## config.mk

```make
export PLATFORM = sky130hd
export DESIGN_NAME = dallanma_ongorucu_gshare
export DESIGN_NICKNAME = d
export VERILOG_FILES = /design/src/rtl/dallanma_ongorucu_gshare.sv
export SDC_FILE = /design/constraint.sdc
export NUM_CORES = 1
export LEC_CHECK = 0
export CAP_MARGIN = 20
export CORE_MARGIN = 2
export CORE_UTILIZATION = 45
export DETAILED_ROUTE_END_ITERATION = 6
export HOLD_SLACK_MARGIN = 0.15
export PLACE_DENSITY = 0.67
export SYNTH_ARGS = -nofsm -noshare
export SYNTH_HDL_FRONTEND = slang
export SYNTH_SLANG_ARGS = --single-unit
```

## constraint.sdc

```tcl
create_clock -name clk_i -period 14.7 [get_ports clk_i]
set_input_delay 2.205 -clock clk_i [delete_from_list [all_inputs] [get_ports clk_i]]
set_output_delay 2.205 -clock clk_i [all_outputs]
set_load 0.02 [all_outputs]
```

## src/rtl/dallanma_ongorucu_gshare.sv

```systemverilog
// dallanma_ongorucu_gshare: gshare branch/jump predictor with circular RAS,
// tracks each prediction through decode/execute and reports a correction code.
module dallanma_ongorucu_gshare #(
    parameter int         PS_W         = 18,
    parameter int         SAYAC_ADR_W  = 5,
    parameter int         GHT_W        = 8,
    parameter int         RAS_DERINLIK = 4,
    parameter logic [1:0] SAYAC_ILK    = 2'b01
) (
    input  logic          clk_i,
    input  logic          rst_i,
    input  logic          ddb_durdur_i,
    input  logic [PS_W:1] ps_i,
    input  logic          buyruk_ctipi_i,
    input  logic          buyruk_jal_tipi_i,
    input  logic          buyruk_jalr_tipi_i,
    input  logic          tahmin_et_i,
    input  logic          ras_pop_i,
    input  logic          ras_push_i,
    input  logic [PS_W:1] imm_i,
    output logic [PS_W:1] ongorulen_ps_o,
    output logic          ongorulen_ps_gecerli_o,
    input  logic [PS_W:1] atlanan_ps_i,
    input  logic          atlanan_ps_gecerli_i,
    output logic [1:0]    hata_duzelt_o,
    output logic [PS_W:1] yrt_ps_o,
    output logic          yrt_buyruk_ctipi_o
);
    localparam int         RW            = $clog2(RAS_DERINLIK);
    localparam logic [RW:0] DOLU         = (RW+1)'(RAS_DERINLIK);
    localparam logic [1:0] SORUN_YOK     = 2'd0;
    localparam logic [1:0] ATLAMALIYDI   = 2'd1;
    localparam logic [1:0] ATLAMAMALIYDI = 2'd2;
    localparam logic [1:0] YANLIS_ATLADI = 2'd3;

    typedef struct packed {
        logic                   valid;
        logic [PS_W:1]          ps;
        logic                   ctipi;
        logic                   jal;
        logic                   jalr;
        logic                   taken;
        logic [PS_W:1]          hedef;
        logic [SAYAC_ADR_W-1:0] idx;
        logic [GHT_W-1:0]       ghr;
        logic [RW-1:0]          ptr;
        logic [RW:0]            cnt;
    } asama_t;

    logic [1:0]             sayac [2**SAYAC_ADR_W];
    logic [PS_W:1]          ras   [RAS_DERINLIK];
    logic [GHT_W-1:0]       ghr;
    logic [RW-1:0]          ras_ptr, ptr_n, yaz_adr;
    logic [RW:0]            ras_cnt, cnt_n;
    asama_t                 cyo, yrt, cyo_n;
    logic [SAYAC_ADR_W-1:0] idx;
    logic                   kosul, kontrol, flush, y_kosul;
    logic [1:0]             sayac_y, sayac_yeni;
    logic [PS_W:1]          don_ps;

    assign idx     = ps_i[SAYAC_ADR_W:1] ^ ghr[SAYAC_ADR_W-1:0];
    assign kosul   = !buyruk_jal_tipi_i && !buyruk_jalr_tipi_i;
    assign don_ps  = ps_i + (buyruk_ctipi_i ? PS_W'(1) : PS_W'(2));
    assign yaz_adr = ras_pop_i ? ras_ptr : ras_ptr + 1'b1;

    assign ongorulen_ps_o         = ras_pop_i ? ras[ras_ptr] : ps_i + imm_i;
    assign ongorulen_ps_gecerli_o = tahmin_et_i && (ras_pop_i ? ras_cnt != '0 :
                                    buyruk_jalr_tipi_i ? 1'b0 :
                                    buyruk_jal_tipi_i ? 1'b1 : sayac[idx][1]);

    // RAS state after the fetch instruction's own push/pop
    always_comb begin
        ptr_n = ras_ptr;
        cnt_n = ras_cnt;
        if (tahmin_et_i && ras_push_i && !ras_pop_i) begin
            ptr_n = ras_ptr + 1'b1;
            cnt_n = (ras_cnt == DOLU) ? ras_cnt : ras_cnt + 1'b1;
        end else if (tahmin_et_i && ras_pop_i && !ras_push_i && ras_cnt != '0) begin
            ptr_n = ras_ptr - 1'b1;
            cnt_n = ras_cnt - 1'b1;
        end
    end

    always_comb begin
        cyo_n       = '0;
        cyo_n.valid = tahmin_et_i && !flush;
        cyo_n.ps    = ps_i;
        cyo_n.ctipi = buyruk_ctipi_i;
        cyo_n.jal   = buyruk_jal_tipi_i;
        cyo_n.jalr  = buyruk_jalr_tipi_i;
        cyo_n.taken = ongorulen_ps_gecerli_o;
        cyo_n.hedef = ongorulen_ps_o;
        cyo_n.idx   = idx;
        cyo_n.ghr   = ghr;
        cyo_n.ptr   = ptr_n;
        cyo_n.cnt   = cnt_n;
    end

    assign kontrol       = yrt.valid && !ddb_durdur_i;
    assign y_kosul       = !yrt.jal && !yrt.jalr;
    assign hata_duzelt_o = !kontrol ? SORUN_YOK :
                           (yrt.taken && atlanan_ps_gecerli_i) ?
                               (yrt.hedef == atlanan_ps_i ? SORUN_YOK : YANLIS_ATLADI) :
                           yrt.taken ? ATLAMAMALIYDI :
                           atlanan_ps_gecerli_i ? ATLAMALIYDI : SORUN_YOK;
    assign flush         = hata_duzelt_o != SORUN_YOK;
    assign sayac_y       = sayac[yrt.idx];
    assign sayac_yeni    = atlanan_ps_gecerli_i ? (sayac_y == 2'b11 ? sayac_y : sayac_y + 2'b01)
                                                : (sayac_y == 2'b00 ? sayac_y : sayac_y - 2'b01);
    assign yrt_ps_o           = yrt.ps;
    assign yrt_buyruk_ctipi_o = yrt.ctipi;

    always_ff @(posedge clk_i or posedge rst_i) begin
        if (rst_i) begin
            for (int i = 0; i < 2**SAYAC_ADR_W; i++) sayac[i] <= SAYAC_ILK;
            for (int i = 0; i < RAS_DERINLIK; i++) ras[i] <= '0;
            ghr     <= '0;
            ras_ptr <= '0;
            ras_cnt <= '0;
            cyo     <= '0;
            yrt     <= '0;
        end else if (!ddb_durdur_i) begin
            if (kontrol && y_kosul) sayac[yrt.idx] <= sayac_yeni;
            // repair from the mispredicting instruction's checkpoint beats any fetch update
            if (flush) begin
                ghr     <= y_kosul ? {yrt.ghr[GHT_W-2:0], atlanan_ps_gecerli_i} : yrt.ghr;
                ras_ptr <= yrt.ptr;
                ras_cnt <= yrt.cnt;
            end else if (tahmin_et_i) begin
                if (kosul) ghr <= {ghr[GHT_W-2:0], ongorulen_ps_gecerli_o};
                if (ras_push_i) ras[yaz_adr] <= don_ps;
                ras_ptr <= ptr_n;
                ras_cnt <= cnt_n;
            end
            cyo       <= cyo_n;
            yrt       <= cyo;
            yrt.valid <= cyo.valid && !flush;
        end
    end
endmodule

```

Word level (Yosys, flattened, before mapping)
Index checks and enable logic that the tools add are counted.

Register bits after elaboration: 267. Input bits: 64.

Reduce and logical (&&, ||, !) cells: 32. Multiplexer cells: 42. Add/subtract/negate cells: 8. $lt $le $gt $ge: 6. Bitwise gates (word level): 7. Eq/ne operators: 3.

Operator list (number): bitwise mux 72 bit (1); two-way mux 18 bit (4); bitwise mux 64 bit (1); binary-select mux 18 bit (select 2 bit) (1); demux 18 bit (select 2 bit) (1); two-way mux 2 bit (18); two-way mux 8 bit (4); binary-select mux 2 bit (select 5 bit) (2); adder 18 bit (1); adder 18 x 2 -> 18 bit (1); == test 18 bit (1); logical AND 1 bit (15); two-way mux 3 bit (5); >= comparator 6 bit (second input constant) (2); inverter 5 -> 6 bit (2); demux 2 bit (select 5 bit) (1); zero test 1 bit (8); >= comparator 3 bit (second input constant) (2); < comparator 6 x 1 -> 1 bit (second input constant) (1); inverter 2 -> 3 bit (2); nonzero test 2 bit (3); bitwise XOR 5 bit (1); adder 2 x 1 -> 2 bit (second input constant) (2); two-way mux 1 bit (4); other kinds (12) (15).

Logic depth before layout (Yosys ltp)
Depth after elaboration: 12. Mapped depth: 10. Gate-level depth less buffers: 9.

Worst setup path after synthesis
No wires, ideal clock.

Path type: input to output. Start point: in ps_i[1] (netlist name). End point: out ongorulen_ps_o[17] (netlist name). Path slack: 8.241 ns. Buffers on the path: 1. Arrival time: 4.254 ns. Required time: 12.495 ns. Stages: 10. Cell sequence: ha_1 -> fa_1 -> a21o_1 -> a21oi_1 -> o21ai_0 -> a22oi_1 -> o21ai_0 -> mux2i_1 -> o31ai_1 -> buf_4.

RTL lines: start, declared (line 13) `input logic [PS_W:1] ps_i,`; end, declared (line 21) `output logic [PS_W:1] ongorulen_ps_o,`.

Final worst setup path
Start point: in ps_i[2] (netlist name). End point: out ongorulen_ps_o[17] (netlist name).

Longest elaborated chain between the ends: 2.

RTL lines: adder 18 bit (line 66) `assign ongorulen_ps_o = ras_pop_i ? ras[ras_ptr] : ps_i + imm_i;`; two-way mux 18 bit (line 66).

Every way passes these cells.

==> key figures <==
GRT
  • Largest net degree at the start of global routing: 133
  • Grt met2 use: 0.3216
  • GRT overflow: 0
  • Most used routing layer: met2
  • First-pass GRT wire length: 49.65 mm
  • All-Layer GR Usage: 0.2045
  • GRT met1 Usage: 0.2952
  • Vias in the first global route: 8,733
  • M3 GR Usage: 0.03531
  • Antenna violations before repair: 0

Run
  • Max_cap viols: 0

Setup path
  • Required @ worst endpoint: 12,490 ps
  • Worst-path maximum fanout: 6
  • Critical path class: input port to output port
  • Startpoint types: input port
  • Critical Path End Type: output port
  • Arrival time at the worst endpoint: 5780 ps

Logic synthesis
  • Mux cell area share after synthesis: 0.2756
  • Post-synthesis instance area: 13,350 um^2
  • Synth Warn #: 0
  • Syn avg cell area: 12.86 um^2
  • Synth top area share: 0.4237
  • Synth Register Bits: 258
  • Synth Flop Type: dfrtp_1
  • Sequential-to-total area share from yosys stat: 0.4867
  • Synth Area in Simple Gates: 0.07283
  • Synth Area in XOR/XNOR: 0.03731
  • Post-synth EDFFs: 0
  • Mapped Cells: 1,038
  • Synth area leaders: dfrtp_1 (42%), mux2_2 (20%), mux4_2 (7.3%)
  • Syn Nets: 1,126
  • Asr flop ratio synth: 1.000
  • Largest area contributor in the netlist: dfrtp_1
  • Post-Synth Adder-Cell Area: 0.02522
  • Compound-Gate Fraction of Synth Area: 0.05971
  • Cell variety after synth: 64
  • Largest family of logic cells by synthesized area: multiplexers

Pwr
  • Gate power share: 0.310
  • Pwr dens: 168.0 nW/um^2
  • Internal: 1.769 mW
  • Sw Share: 0.3138
  • Pwr Total: 2.578 mW
  • Static Leak: 6.487 nW
  • Worst vdd ir: 0.09978 mV
  • Clock network fraction of total power: 0.265
  • Flop pwr share: 0.425
  • NetSw: 0.8091 mW

Routing
  • Drt drc: 0
  • Vias post-DR: 8,473
  • Routed Antenna Nets: 0
  • Via density per instance: 5.619
  • WL/cell: 20.54 um
  • DR iter-0 viols: 655
  • Detailed Routing Iterations Pass 1: 5
  • WL final: 30.97 mm

Placed design
  • Placer Congestion: 0.8838
  • I/O Buffers: 103
  • Hpwl dp: 21.03 mm
  • Setup WS pre-CTS: 6733 ps

Floorplanning
  • Die height: 176.2 um
  • Rows: 63
  • Initial core utilization: 0.4540
  • Core area: 29,400 um^2
  • Die Area: 31,060 um^2
  • Die X: 176.2 um
  • Io pins: 104

Timing
  • Max Freq: 125.3 MHz
  • Final worst setup slack: 6717 ps
  • Final hold vios: 0
  • Slew @ Worst Pin: 972.8 ps
  • Final setup viols: 0
  • Final setup TNS: 0 ps
  • Final max-slew violation count: 0
  • Post-route minimum period: 7983 ps
  • Slew HR: 0.3515
  • RSZ-0062 raised after global routing: false
  • Final hold slack: 481.2 ps
  • Final clock period utilization by the worst path: 0.5431
  • Post-Route Skew: 12.93 ps

CTS
  • CTS resizes: 0
  • Postcts setup bufs: 0
  • Worst-Skew Late Latency: 550 ps
  • Clk root buf: clkbuf_16
  • Sink Count: 258
  • CTS tree: built
  • CTS Buf Count: 30
  • Clock transition at path regs: 50 ps
  • CTS Hold Bufs: 0
  • Clock H-tree levels: 1
  • CTS max path bufs: 3

Finish
  • Nets@finish: 1,182
  • P&R area growth vs syn: 15.00%
  • Inserted Diodes: 0
  • Share of cells above drive strength 1: 0.3363
  • Fillers: 2,533

Min path
  • Hold Crit Class: flop to flop

Status
  • Status: finished clean
-- layout by cell type, fill, tap and decap left out, types with 4 or more instances in the layout --
| cell | n |
|---|---|
| mux2_2 | 235 |
| dfrtp_1 | 226 |
| clkdlybuf4s50_1 | 101 |
| nand2_1 | 72 |
| mux4_2 | 43 |
| o21ai_0 | 34 |
| dfstp_2 | 32 |
| clkbuf_16 | 31 |
| nor2_1 | 30 |
| xor2_1 | 28 |
| xnor2_1 | 27 |
| ha_1 | 22 |
| nand3_1 | 21 |
| a21oi_1 | 17 |
| clkbuf_1 | 17 |
| inv_1 | 15 |
| a21o_1 | 11 |
| nor3_1 | 10 |
| nor2b_1 | 10 |
| a22oi_1 | 9 |
| buf_4 | 8 |
| and3_1 | 7 |
| nand4_1 | 6 |
| nor3b_1 | 6 |
| or2_2 | 5 |
| a22o_1 | 5 |
| a211oi_1 | 5 |
| clkinv_2 | 5 |
| nor4_1 | 4 |
| nor4b_1 | 4 |
| a221o_1 | 4 |
| o22a_1 | 4 |
-- sequential cells by signal (all words and copies together) (netlist names) --
name	flops
cyo	56
ghr	5
ras	72
ras_cnt	3
ras_ptr	2
sayac	64
yrt	37
yrt_buyruk_ctipi_o	1
yrt_ps_o	18
-- Yosys cell counts, types with 7 or more instances --
library cell,instances
mux2_2,235
clkbuf_1,33
a21oi_1,17
xnor2_1,27
dfstp_2,32
dfrtp_1,226
xor2_1,28
o21ai_0,34
nor2b_1,10
nand3_1,21
a21o_1,11
buf_4,36
buf_2,8
a22oi_1,9
nor3_1,10
mux4_2,43
and3_1,7
buf_1,7
nand2_1,72
inv_1,16
ha_1,22
nor2_1,30
-- stage by stage --
step,cells,utilization,area [um^2]
6_report,1508,0.5221,15350
5_1_grt,1508,0.5221,15350
4_1_cts,1506,0.5206,15310
3_5_place_dp,1450,0.4902,14410
3_3_place_gp,1450,0.4902,14410
2_1_floorplan,1038,-,13350
-- path summary, 6_finish.rpt --
kind                         start                 end  cells past startpoint  slack [ps]
max reg2reg                yrt[34]             ras[29]                      7       11050
min                         cyo[2]              cyo[2]                      1         480
min in group asynchronous    rst_i        yrt_ps_o[10]                      2        2240
max in group asynchronous    rst_i              yrt[8]                      3       10930
max                        ps_i[2]  ongorulen_ps_o[17]                     10        6720
min reg2reg                 cyo[2]              cyo[2]                      1         480
-- cell type report --
| type | instances | area, um^2 | share of cell area |
|---|---|---|---|
| clock buffer | 49 | 853.3 | 0.05559 |
| clock inverter | 7 | 40.04 | 0.002608 |
| inverter | 17 | 71.32 | 0.004646 |
| multi-input combinational | 675 | 6282 | 0.4093 |
| sequential | 258 | 6496 | 0.4232 |
| tap | 390 | 488.0 | 0.03179 |
| timing repair buffer | 112 | 1119 | 0.07287 |
-- worst max-delay path, cell delays in order --
cell             delay (ps)
clkdlybuf4s50_1         660
fa_1                    560
a21o_1                  200
a21oi_1                 250
o21ai_0                 200
a22oi_1                 290
o21ai_0                 230
mux2i_1                 190
o31ai_1                 290
clkdlybuf4s50_1         700
-- cells by family (layout without fill, tap and decap cells) --
kind of cell / after synthesis / in the layout
buffers and inverters: 105 / 185
adders and majority gates: 26 / 26
and+or+nand+nor: 192 / 192
xor gates and xnor gates: 56 / 56
muxes: 284 / 284
AOI/OAI and AO/OA: 117 / 117
DFF: 258 / 258
-- per-layer routing --
layer  wire length [um]  vias up
li1                   -     3869
met4                662        0
met3               1678       45
met2              14300      209
met5                  0        -
met1              14330     4350
-- power groups by stage --
stage | clock network, mW | logic [mW] | registers, mW
final | 0.685 | 0.799 | 1.10
after global routing | 0.731 | 0.867 | 1.12
after CTS | 0.702 | 0.785 | 1.10
after detailed placement | 0 | 0.783 | 1.11
after global placement | 0 | 0.768 | 1.11
after floorplan | 0 | 0.646 | 1.04
No activity file was read; power rests on OpenSTA's default activity.
==> variant 1 (same settings) <==
`PS_W`: 18 -> 20.
--- a/src/rtl/dallanma_ongorucu_gshare.sv
+++ b/src/rtl/dallanma_ongorucu_gshare.sv
@@ -2,5 +2,5 @@
 // tracks each prediction through decode/execute and reports a correction code.
 module dallanma_ongorucu_gshare #(
-    parameter int         PS_W         = 18,
+    parameter int         PS_W         = 20,
     parameter int         SAYAC_ADR_W  = 5,
     parameter int         GHT_W        = 8,
Ports: changed (5 resized); port bits go from 104 to 114. No check against the original RTL was run, so the function may have changed too.
==> variant 1 against the original RTL <==
- global-route usage increased by 0.50 points
- total power increased by 7.8%
- design area increased by 7.2%
- synthesized area increased by 6.4%
- sequential cell count increased by 16
- routed wire length increased by 10%
- worst setup slack got worse by 0.25 ns
- clock skew increased by 0.011 ns
- utilization increased by 0.34 points
- critical path type unchanged
- largest cell class unchanged
==> variant 1: results (changes against the original RTL) <==
\begin{tabular}{lr}
\hline
Metric & Value \\
\hline
\multicolumn{2}{l}{\textbf{Run status}} \\
\quad Run status & complete, no violations (unchanged) \\
\multicolumn{2}{l}{\textbf{Worst setup path}} \\
\quad Critical path peak fanout & 4 (was 6) \\
\quad Worst EP arrival & 6.03 ns (was 5.78 ns) \\
\quad Cell type group with the largest total delay on the critical path & buffers and inverters (was compound AO/OA/AOI/OAI gates) \\
\quad Biggest cell delay along the critical path & 0.66 ns (was 0.70 ns) \\
\multicolumn{2}{l}{\textbf{Finish}} \\
\quad Share of post-route cells with drive strength above 1 & 33.86\% (was 33.63\%) \\
\quad Leading registers by flop count & ras (80), sayac (64), cyo (60) (was ras (72), sayac (64), cyo (56)) \\
\multicolumn{2}{l}{\textbf{Detailed routing}} \\
\quad Vias & 9085 (was 8473) \\
\quad DRT Wirelength & 34120 um (was 30970 um) \\
\multicolumn{2}{l}{\textbf{Power and ir drop}} \\
\quad Share of power burned in the clock network & 27.9\% (was 26.5\%) \\
\quad Worst VDD drop & 97.51 uV (was 99.78 uV) \\
\quad Cell-internal power & 1936 uW (was 1769 uW) \\
\multicolumn{2}{l}{\textbf{Global route}} \\
\quad Vias in the first global route & 9472 (was 8733) \\
\quad First-pass GRT wire length & 53910 um (was 49650 um) \\
\quad Total global routing track utilization & 20.95\% (was 20.45\%) \\
\multicolumn{2}{l}{\textbf{Placed design}} \\
\quad Final weighted congestion in routability-driven placement & 0.8112 (was 0.8838) \\
\quad Detailed placer's ending HPWL & 24230 um (was 21030 um) \\
\quad Port Buffers & 113 (was 103) \\
\quad Cells after DPL & 1546 (was 1450) \\
\quad Placement Setup Slack & 6.459 ns (was 6.733 ns) \\
\quad Placed cell area & 0.01537 mm2 (was 0.01441 mm2) \\
\multicolumn{2}{l}{\textbf{Timing}} \\
\quad Final setup skew & 0.02348 ns (was 0.01293 ns) \\
\quad Slew at the pin closest to its max-slew limit & 1.144 ns (was 0.9728 ns) \\
\multicolumn{2}{l}{\textbf{Synth}} \\
\quad Top cells by count, synth & 255 x mux2\_2, 242 x dfrtp\_1, 91 x nand2\_1 (was 235 x mux2\_2, 226 x dfrtp\_1, 72 x nand2\_1) \\
\quad Synth cell types & 63 (was 64) \\
\quad Part of the Yosys area used for sequential elements & 48.56\% (was 48.67\%) \\
\multicolumn{2}{l}{\textbf{Clocking}} \\
\quad CTS buffer count & 29 (was 30) \\
\hline
\end{tabular}
-- variant 1: changes by cell type in the layout (fill, tap and decap cells not counted), moves of 10 or more --
cell             before  now
clkdlybuf4s50_1     101  111
dfrtp_1             226  242
mux2_2              235  255
nand2_1              72   91
nand3_1              21    7
nand4_1               6   16
xnor2_1              27   39
xor2_1               28   16
-- variant 1: per-layer routing --
layer	GRT usage (%)	share of wire (%)	vias up
met5	0	0	-
met4	5.268	2.3	0
met3	2.708	4.7	53
met2	35.42	49	237
met1	28.76	44	4641
li1	-	-	4154
-- variant 1: cell families after synthesis --
| kind of cell | after synthesis | synth area share [%] |
|---|---|---|
| adders and majority gates | 28 | 2.537 |
| and+or+nand+nor | 203 | 6.960 |
| DFF | 274 | 48.56 |
| AOI/OAI and AO/OA | 129 | 6.026 |
| muxes | 305 | 27.80 |
| xor gates and xnor gates | 56 | 3.506 |
| buffers and inverters | 123 | 4.608 |
-- variant 1: layout make-up --
class                      instances  area [um2]  area share (%)
inverter                          24       97.59          0.5932
clock buffer                      46       869.6           5.285
timing repair buffer             129        1275           7.749
sequential                       274        6897           41.92
multi-input combinational        721        6664           40.50
clock inverter                     8       147.6          0.8973
tap                              402       503.0           3.057
-- variant 1: path summary, 6_finish.rpt --
kind	to	start	slack (ns)	depth (start not counted)
worst max-delay path	ongorulen_ps_o[19]	ps_i[1]	6.47	12
worst min-delay path	cyo[37]	cyo[37]	0.48	2
worst max register to register	ras[22]	yrt[26]	11.47	7
worst min register to register	cyo[37]	cyo[37]	0.48	2
max in group asynchronous	sayac[57]	rst_i	10.58	4
min in group asynchronous	yrt_ps_o[5]	rst_i	2.13	2
==> variant 2 (same flow settings) <==
Without the edit above. Register the input `ddb_durdur_i` before use, cleared by the reset. The logic sees it one clock later. The other inputs are not delayed to match.
--- a/src/rtl/dallanma_ongorucu_gshare.sv
+++ b/src/rtl/dallanma_ongorucu_gshare.sv
@@ -47,4 +47,14 @@
         logic [RW:0]            cnt;
     } asama_t;
+
+    logic ddb_durdur_q;
+
+    always_ff @(posedge clk_i or posedge rst_i) begin
+        if (rst_i) begin
+            ddb_durdur_q <= '0;
+        end else begin
+            ddb_durdur_q <= ddb_durdur_i;
+        end
+    end
 
     logic [1:0]             sayac [2**SAYAC_ADR_W];
@@ -97,5 +107,5 @@
     end
 
-    assign kontrol       = yrt.valid && !ddb_durdur_i;
+    assign kontrol       = yrt.valid && !ddb_durdur_q;
     assign y_kosul       = !yrt.jal && !yrt.jalr;
     assign hata_duzelt_o = !kontrol ? SORUN_YOK :
@@ -120,5 +130,5 @@
             cyo     <= '0;
             yrt     <= '0;
-        end else if (!ddb_durdur_i) begin
+        end else if (!ddb_durdur_q) begin
             if (kontrol && y_kosul) sayac[yrt.idx] <= sayac_yeni;
             // repair from the mispredicting instruction's checkpoint beats any fetch update
Check against the original RTL: not equivalent (Yosys sat finds a counterexample within 4 cycles, from zero or initial values and one cycle with rst_i high).
==> variant 2 against the original RTL <==
- clock skew increased by 0.012 ns
- non-clock buffer count up 1
- worst setup slack improved by 0.12 ns
- routed wire length is 0.24% higher
- via count hardly changed
- design area up 1.5%
- synthesized cell count about the same
- sequential power is essentially flat
- synthesized area is 0.19% higher
- worst hold slack worse by 0.0066 ns
- combinational power barely moved
- sequential cell count grew 1
- critical path depth shrank 1
- total power up 4.0%
- critical endpoint is now ongorulen_ps_o[9]
- largest power group unchanged
==> variant 2: results (changes against the original RTL) <==
\begin{tabular}{lr}
\hline
Metric & Value \\
\hline
\multicolumn{2}{l}{\textbf{Detailed routing}} \\
\quad WL/cell & 20.56 um (was 20.54 um) \\
\quad Vias per cell & 5.615 (was 5.619) \\
\multicolumn{2}{l}{\textbf{Worst setup path}} \\
\quad R2R cell count & 6 (was 7) \\
\quad Reg-to-Reg End & sayac[31] (was ras[29]) \\
\quad Worst EP arrival & 5.65 ns (was 5.78 ns) \\
\quad Critical path capture point & ongorulen\_ps\_o[9] (was ongorulen\_ps\_o[17]) \\
\quad Flop-to-flop setup slack & 10.98 ns (was 11.05 ns) \\
\multicolumn{2}{l}{\textbf{Synth}} \\
\quad Xor and xnor fraction of the mapped netlist area & 3.724\% (was 3.731\%) \\
\quad Proportion of synthesized area in mux cells & 27.51\% (was 27.56\%) \\
\quad Compound-cell area share of the yosys netlist & 5.960\% (was 5.971\%) \\
\quad Instance count of the mapped netlist & 1039 (was 1038) \\
\quad Syn nets & 1127 (was 1126) \\
\multicolumn{2}{l}{\textbf{Placed design}} \\
\quad Final weighted congestion in routability-driven placement & 0.9035 (was 0.8838) \\
\quad Placement Setup Slack & 6.875 ns (was 6.733 ns) \\
\quad Cells after DPL & 1451 (was 1450) \\
\quad Detailed placer's ending HPWL & 21320 um (was 21030 um) \\
\multicolumn{2}{l}{\textbf{Power and ir drop}} \\
\quad Worst VDD drop & 106.9 uV (was 99.78 uV) \\
\quad Leak & 0.006584 uW (was 0.006487 uW) \\
\multicolumn{2}{l}{\textbf{Finish}} \\
\quad Number of filler cells placed in the layout & 2550 (was 2533) \\
\quad Share of post-route cells with drive strength above 1 & 34.55\% (was 33.63\%) \\
\quad Post-layout net count & 1184 (was 1182) \\
\multicolumn{2}{l}{\textbf{Timing}} \\
\quad Slew at the pin closest to its max-slew limit & 0.9736 ns (was 0.9728 ns) \\
\quad Final Critical Period & 7.859 ns (was 7.983 ns) \\
\multicolumn{2}{l}{\textbf{Global route}} \\
\quad Largest net degree at the start of global routing & 105 (was 133) \\
\quad Vias in the first global route & 8539 (was 8733) \\
\quad First-pass GRT wire length & 49130 um (was 49650 um) \\
\quad Total global routing track utilization & 20.21\% (was 20.45\%) \\
\multicolumn{2}{l}{\textbf{Run status}} \\
\quad Run status & complete, no violations (unchanged) \\
\hline
\end{tabular}
variant 2: changes by cell type after synthesis, sizes merged:
| cell | change |
|---|---|
| dfrtp | +1 |
variant 2: cell type report:
type	instances	area, um2	share of cell area, %
tap	390	488.0	3.131
inverter	17	71.32	0.4576
timing repair buffer	113	1141	7.322
multi-input combinational	675	6282	40.31
clock inverter	10	118.9	0.7627
sequential	259	6525	41.87
clock buffer	46	957.2	6.142
variant 2: per-stage QoR:
| step | area [um2] | util [%] | total power, uW |
|---|---|---|---|
| 2_1_floorplan | 13370 | - | 1688 |
| 3_3_place_gp | 14450 | 49.02 | 1877 |
| 6_report | 15580 | 52.86 | 2682 |
| 5_1_grt | 15580 | 52.86 | 2822 |
| 4_1_cts | 15530 | 52.67 | 2696 |
| 3_5_place_dp | 14450 | 49.02 | 1903 |
variant 2: power groups by stage:
stage                     clock [uW]  combinational [uW]  sequential [uW]
after floorplan                    0                 647             1040
after global routing             831                 862             1130
final                            786                 797             1100
after global placement             0                 770             1110
after detailed placement           0                 787             1120
after CTS                        801                 790             1100
variant 2: logic make-up after synthesis:
| group | count (synthesis) |
|---|---|
| mux | 284 |
| flops | 259 |
| simple gates | 192 |
| compound gates | 117 |
| buf+inv | 105 |
| xor+xnor | 56 |
| fa+ha+maj | 26 |
variant 2: worst min-delay path by stage:
stage | to | slack [ns] | start | cells past startpoint
floorplan | cyo[0] | 0.45 | cyo[0] | 1
global placement | cyo[0] | 0.46 | cyo[0] | 1
detailed placement | cyo[0] | 0.47 | cyo[0] | 1
CTS | cyo[0] | 0.48 | cyo[0] | 1
global route | cyo[0] | 0.49 | cyo[0] | 1
finish | cyo[0] | 0.47 | cyo[0] | 1
variant 2: metal layers:
| metal | part of all wire (%) | routed length (um) | vias to the layer above | GRT usage [%] |
|---|---|---|---|---|
| met5 | 0 | 0 | - | 0 |
| met4 | 1.9 | 600 | 0 | 4.545 |
| met3 | 4.5 | 1405 | 41 | 2.885 |
| met2 | 47 | 14440 | 180 | 31.70 |
| met1 | 47 | 14600 | 4389 | 29.87 |
| li1 | - | - | 3869 | - |
variant 2: worst register-to-register path: stages, from the launching register on:
cell	delay, ns
dfrtp_4	0.75
inv_2	0.60
nand2_1	0.20
nor3_1	0.45
or3b_2	0.63
nor4b_1	0.59
mux2_2	0.40
